==> src/rtl/regfile_scb.sv <==
// Register file with a per-register busy scoreboard and an NREGS-1 cycle zeroing sweep.
// Optional `REGFILE_BYPASS_EN forwards an IDLE writeback to matching read ports combinationally.

module regfile_scb_rport #(
  parameter int XLEN  = 32,
  parameter int NREGS = 32,
  parameter int AW    = 5
) (
  input  logic [NREGS-1:0][XLEN-1:0] mem,
  input  logic [NREGS-1:0]           busy,
  input  logic [AW-1:0]              raddr,
  input  logic                       byp_vld,
  input  logic [AW-1:0]              waddr,
  input  logic [XLEN-1:0]            wdata,
  output logic [XLEN-1:0]            rdata,
  output logic                       rbusy
);
  always_comb begin
    rdata = '0;
    rbusy = 1'b0;
    if (raddr != '0) begin
      if (byp_vld && waddr == raddr) begin
        rdata = wdata;
        rbusy = 1'b0;
      end else begin
        rdata = mem[raddr];
        rbusy = busy[raddr];
      end
    end
  end
endmodule

module regfile_scb #(
  parameter  int XLEN  = 32,
  parameter  int NREGS = 32,
  parameter  int NRD   = 2,
  localparam int AW    = $clog2(NREGS)
) (
  input  logic                clk,
  input  logic                rst,
  input  logic [NRD*AW-1:0]   raddr,
  output logic [NRD*XLEN-1:0] rdata,
  output logic [NRD-1:0]      rbusy,
  input  logic                wr_en,
  input  logic [AW-1:0]       waddr,
  input  logic [XLEN-1:0]     wdata,
  input  logic                iss_en,
  input  logic [AW-1:0]       iss_rd,
  input  logic                clr_req,
  output logic                ready
);
  localparam logic [0:0] ST_IDLE  = 1'b0;
  localparam logic [0:0] ST_CLEAR = 1'b1;

  logic [0:0]                 state;
  logic [AW-1:0]              idx;
  logic [NREGS-1:0][XLEN-1:0] mem;
  logic [NREGS-1:0]           busy;
  logic                       idle;
  logic                       wr_ok;
  logic                       iss_ok;
  logic                       byp_vld;

  assign idle   = (state == ST_IDLE);
  assign ready  = idle;
  assign wr_ok  = idle && wr_en && (waddr != '0);
  assign iss_ok = idle && iss_en && (iss_rd != '0);

`ifdef REGFILE_BYPASS_EN
  assign byp_vld = wr_ok;
`else
  assign byp_vld = 1'b0;
`endif

  // Control and scoreboard; data array below carries no reset, the sweep zeroes it.
  always_ff @(posedge clk) begin
    if (rst) begin
      state <= ST_CLEAR;
      idx   <= AW'(1);
      busy  <= '0;
    end else begin
      case (state)
        ST_IDLE: begin
          if (wr_ok)  busy[waddr]  <= 1'b0;
          // Issue is applied last so it wins over a same-edge writeback.
          if (iss_ok) busy[iss_rd] <= 1'b1;
          if (clr_req) begin
            state <= ST_CLEAR;
            idx   <= AW'(1);
          end
        end
        ST_CLEAR: begin
          busy[idx] <= 1'b0;
          idx       <= idx + AW'(1);
          if (idx == AW'(NREGS-1)) state <= ST_IDLE;
        end
        default: state <= ST_IDLE;
      endcase
    end
  end

  always_ff @(posedge clk) begin
    if (!rst) begin
      if (state == ST_CLEAR) mem[idx]   <= '0;
      else if (wr_ok)        mem[waddr] <= wdata;
    end
  end

  for (genvar i = 0; i < NRD; i++) begin : g_rd
    regfile_scb_rport #(.XLEN(XLEN), .NREGS(NREGS), .AW(AW)) u_rport (
      .mem    (mem),
      .busy   (busy),
      .raddr  (raddr[i*AW +: AW]),
      .byp_vld(byp_vld),
      .waddr  (waddr),
      .wdata  (wdata),
      .rdata  (rdata[i*XLEN +: XLEN]),
      .rbusy  (rbusy[i])
    );
  end
endmodule

==> config.mk <==
export PLATFORM = sky130hd
export DESIGN_NAME = regfile_scb
export DESIGN_NICKNAME = d
export VERILOG_FILES = /design/src/rtl/regfile_scb.sv
export SDC_FILE = /design/constraint.sdc
export NUM_CORES = 2
export LEC_CHECK = 0
export BUFFER_PORTS_ARGS = -buffer_cell sky130_fd_sc_hd__buf_2
export CAP_MARGIN = 20
export CORE_MARGIN = 2
export CORE_UTILIZATION = 40
export DETAILED_ROUTE_END_ITERATION = 16
export HOLD_SLACK_MARGIN = 0.12
export PLACE_DENSITY = 0.54
export SYNTH_ARGS = -nofsm -noshare
export SYNTH_HDL_FRONTEND = slang
export SYNTH_SLANG_ARGS = --single-unit
export TNS_END_PERCENT = 50
==> constraint.sdc <==
create_clock -name clk -period 3.54 [get_ports clk]
set_input_delay 0 -clock clk [delete_from_list [all_inputs] [get_ports clk]]
set_output_delay 0 -clock clk [all_outputs]
set_load 0.05 [all_outputs]
# Word-level counts from Yosys, hierarchy flattened

Index checks and enable logic that the tools add are counted.

Bits in registers: 1062
Latch bits: 0
RAM bits: 0
Memory bits (read-only): 0
Output and inout bits: 67
Word-level logic and storage cells: 103
Memories kept: 0

$add $sub $neg: 1
Multipliers: 0
Div/mod/pow operators: 0
Order comparisons: 8
Equal/unequal tests: 2
Shift operators: 0
Multiplexer cells: 35
Bitwise gates (word level): 9
Reductions and logical operators: 13

Operator list:

| cell                   | count |
|---|---|
| $mux W1024             | 2 |
| $and A1024 B1024 Y1024 | 1 |
| $bwmux W1024           | 1 |
| $not A1024 Y1024       | 1 |
| $bmux W32 S5           | 2 |
| $demux W32 S5          | 2 |
| $mux W32               | 10 |
| $and A32 B32 Y32       | 2 |
| $not A32 Y32           | 2 |
| $pmux W32 S2           | 1 |
| $or A32 B32 Y32        | 1 |
| $lt A5 B6 Y1 const B   | 5 |
| $reduce_bool A5 Y1     | 4 |
| $demux W1 S5           | 3 |
| $ge A5 B1 Y1 const B   | 3 |
| $bmux W1 S5            | 2 |
| $pmux W5 S2            | 1 |
| $mux W1                | 9 |
| $logic_and A1 B1 Y1    | 7 |
| $add A5 B1 Y5 const B  | 1 |
| $eq A5 B5 Y1 const B   | 1 |
| $mux W5                | 1 |
| $ne A2 B2 Y1 const B   | 1 |
| $not A1 Y1             | 2 |
| other kinds (3)        | 3 |

# Logic depth before layout (Yosys ltp)

Depth in word-level cells: 12
Mapped depth: 8
Depth with buffers taken out: 6

# By module

A second synthesis with hierarchy kept.

Cell total of the unflattened synthesis: 4424
Area, all modules: 62657.6 µm²

Modules (own cells, without submodules):

| module            | times used | cells each | area each (µm²) |
|---|---|---|---|
| regfile_scb       | 1          | 2824       | 44667.8 |
| regfile_scb_rport | 2          | 800        | 8994.9 |

# Least setup slack after synthesis

OpenSTA, ideal clock, no wires.

Kind: register to register
Start point: reg state
End point: reg mem[100] (netlist bit), enable pin
Library setup time: 0.432 ns
Arrival: 2.743 ns
Data required time: 3.108 ns
Path slack: 0.365 ns
Cell stages (with the launch flop): 5
Buffers on the path: 2
Period minus slack after synthesis: 3.175 ns
Cell sequence: dfxtp_1 > inv_2 > clkbuf_1 > buf_1 > a21oi_1

Longest elaborated chain between the ends: 5

RTL lines:

| item                             | line | source |
|---|---|---|
| start: declaration               | 55   | `logic [0:0] state;` |
| start signal: assignment         | 78   | `state <= ST_CLEAR;` |
| start signal: assignment         | 88   | `state <= ST_CLEAR;` |
| start signal: assignment         | 95   | `if (idx == AW'(NREGS-1)) state <= ST_IDLE;` |
| $not A1 Y1                       | -    |  |
| named net ready                  | 50   | `output logic ready` |
| $logic_and A1 B1 Y1 (2 in a row) | 66   | `assign wr_ok = idle && wr_en && (waddr != '0);` |
| $reduce_bool A2 Y1 (no line)     | -    |  |
| $reduce_and A2 Y1 (no line)      | -    |  |
| end signal: indexed assignment   | 105  | `else if (wr_ok) mem[waddr] <= wdata;` |
| end: declaration                 | 57   | `logic [NREGS-1:0][XLEN-1:0] mem;` |

The timed path passes the listed nets, and every way through them passes these cells.
A chain may end at the register's enable or synchronous reset.

# Final worst setup path

Start point: reg mem[114] (netlist bit)
End point: out rdata[50]

Longest elaborated chain between the ends: 3

RTL lines:

| item                           | line | source |
|---|---|---|
| $bmux W32 S5                   | 26   | `rdata = mem[raddr];` |
| $mux W32 (not written as such) | 26   |  |
| $mux W32                       | 21   | `if (raddr != '0) begin` |
| end: declaration               | 42   | `output logic [NRD*XLEN-1:0] rdata,` |

No other way between the ends. The select of a mux whose other input is x is not followed.

==> run_results.csv <==
group,metric,value,unit
run_status,status,"finished with violations",
run_status,violations,"setup timing",
pwr,power_leakage,0.0257,uW
clock_network,clkSlewWorstSetupHoldPaths,0.06,ns
critical_path,r2r_setup_slack,0.47,ns
pwr,p_total,33500,uW
clock_network,cts_buffers,119,
placed_design,dp_slack,0.448,ns
layout,final_area,70400,um2
detailed_routing,drc,0,
critical_path,critical_path.endpoint_type,"output port",
placed_design,portBuffers,123,
logic_synthesis,ys_ff_latch,1062,
clock_network,clk_latency,0.77,ns
layout,drive_above_1_share,28.2,%
clock_network,h-tree-depth,3,
logic_synthesis,ys.flop_type,"edfxtp_1",
logic_synthesis,yosys.area.top_type,"edfxtp_1",
logic_synthesis,synthesis.nets,4433,
clock_network,cts_tree,"done",
logic_synthesis,yosys_warnings,0,
global_route,grtUsageTotal,31.8,%
critical_path,path_max_fanout,3,
sta,fin_crit,3.58,ns
sta,slew_headroom,14.7,%
critical_path,cp.arrival,3.58,ns
clock_network,clockBufferDepth,3,
logic_synthesis,avgSynthCellArea,14.0,um2
sta,hold_viol,0,
placed_design,post-dp-hpwl,167000,um
clock_network,root_buffer,"clkbuf_16",
critical_path,crit_chain,"mux4_2, nor2b_1, a211oi_1, a311oi_1, buf_4, buf_2",
placed_design,routabilityCongestion,0.924,
critical_path,crit_type,"reg2out",
logic_synthesis,synth_cell_types,58,
logic_synthesis,synth_top_area_share,50.1,%
critical_path,cpPeakStageDelay,0.86,ns
global_route,grt_pass1_vias,44200,
sta,tightestPinTransition,1.27,ns
sta,fin_ws,-0.0408,ns
detailed_routing,drt-pass1-iter-count,5,
sta,drv_slew,0,
global_route,grt_overflow_total,0,
logic_synthesis,seq_area_frac_synth,51.4,%
logic_synthesis,syn_inst,4371,
worst_hold_path,hp-class,"in2reg",
sta,setup_viol,1,
critical_path,cp_slowest_cell,"a211oi_1",
pwr,vdd_drop_max,0.441,mV
logic_synthesis,async_reset_ff_share,0,%
sta,final.setup.tns,-0.0408,ns
layout,layout.nets,4519,
sta,grt_setup_unrepaired,"false",
detailed_routing,vias,47000,
die,die_h,396,um
critical_path,critPathRequiredTime,3.54,ns
detailed_routing,ant_nets,0,
global_route,grt_pass1_wl,356000,um
critical_path,startpoint_type,"flip-flop",
die,die_w,396,um
logic_synthesis,synth_area,61400,um2
logic_synthesis,yosysMostFrequentCell,"edfxtp_1",
die,die_area,157000,um2
layout,area_growth,14.8,%
detailed_routing,drt-total-wl,255000,um
die,core.rowCount,143,
logic_synthesis,synth.area.top_cells,"edfxtp_1 50%, mux4_2 16%, a22o_1 12%",
clock_network,clock-sinks,1062,
sta,max_freq,279,MHz
detailed_routing,viasPerCell,7.14,
detailed_routing,wl_per_cell,38.7,um
flow_run,cap_violations,0,
logic_synthesis,ys_top_cells_by_count,"1024 x edfxtp_1, 832 x a22o_1, 442 x mux4_2, 324 x clkbuf_1, 295 x o21ai_0",
sta,skew,0.0358,ns
pwr,powerDensity,476,nW/um2
die,io_pins,124,
placed_design,place_area,66000,um2
die,initial_core_util,40.3,%
logic_synthesis,synth_edf_count,1024,
die,core-area,152000,um2
global_route,grt_max_degree,57,
sta,final.period_utilization,101,%
global_route,grt_antenna_before_repair,13,
detailed_routing,drt_iter0_markers,6863,
-- cell type report --
cell class / count / area, um2
Tap cell: 2030 / 2540
Multi-Input combinational cell: 2755 / 28000
Clock buffer: 152 / 3140
Inverter: 8 / 37.5
Antenna cell: 3 / 7.51
Fill cell: 13400 / 81600
Timing Repair Buffer: 511 / 4520
Clock inverter: 67 / 712
Sequential cell: 1062 / 31500
-- timing repair --
| action | CTS | global route |
|---|---|---|
| endpoints found under the hold margin | 481 | 0 |
| endpoints found under the setup margin | 0 | 1 |
| hold buffers | 56 | 0 |
| gates resized for setup | 0 | 1 |
| buffers inserted | 0 | 0 |
-- cell usage in the layout, fill, tap and decap left out, types with 46 or more instances in the layout --
cell           count
edfxtp_1        1024
a22o_1           832
mux4_2           442
o21ai_0          295
buf_4            294
nand2_1          292
mux2i_1          132
clkbuf_16        121
buf_2             94
nor2b_1           80
a22oi_1           66
mux2_2            66
a211oi_1          65
a311oi_1          64
buf_12            59
dlygate4sd3_1     56
o21ai_1           50
a221oi_1          48
nor2_4            46
-- sequential cells by signal, summed over array words and instances, names as in the netlist --
name   cells
busy      32
mem     1024
idx        5
state      1
-- logic make-up after synthesis --
kind of cell | Yosys count | synth area share [%]
compound gates | 1555 | 19.4
flops | 1062 | 51.4
mux | 660 | 20.4
buf+inv | 554 | 4.54
simple gates | 535 | 4.16
fa+ha+maj | 5 | 0.102
-- critical path, delay by kind of cell (launching register included) --
| kind | cells | cell delay (ns) |
|---|---|---|
| compound gates | 2 | 1.26 |
| buf+inv | 2 | 0.49 |
| flops | 1 | 0.41 |
| mux | 1 | 0.48 |
| simple gates | 1 | 0.17 |
-- metrics by stage --
step | util, % | std cells | hold slack (ns)
after floorplan | - | 4371 | 0.186
after global placement | 43.4 | 6302 | 0.396
after detailed placement | 43.4 | 6308 | 0.402
after CTS | 46.3 | 6583 | 0.341
after global routing | 46.3 | 6587 | 0.423
final | 46.3 | 6588 | 0.369
-- where the power goes --
part	internal, uW	total (uW)	switching [uW]
registers	14700	15300	588
logic	2280	5410	3130
clock network	7320	12800	5470
total	24300	33500	9190
-- worst paths after layout --
path,cells after the start,endpoint,startpoint
hold reg to reg,2,busy[21],busy[21]
setup / recovery,6,rdata[50],mem[114]
setup reg to reg,7,busy[11],state
hold / removal,5,busy[10],waddr[3]
-- routing by layer --
metal  GRT usage (%)  vias up  routed length (um)
li1                -    18500                   -
met1            45.3    24600              101000
met2            47.2     3488              113000
met3            9.53      415               33700
met4            8.30        8                6970
met5               0        -                  48
No activity file was read; power rests on OpenSTA's default activity.
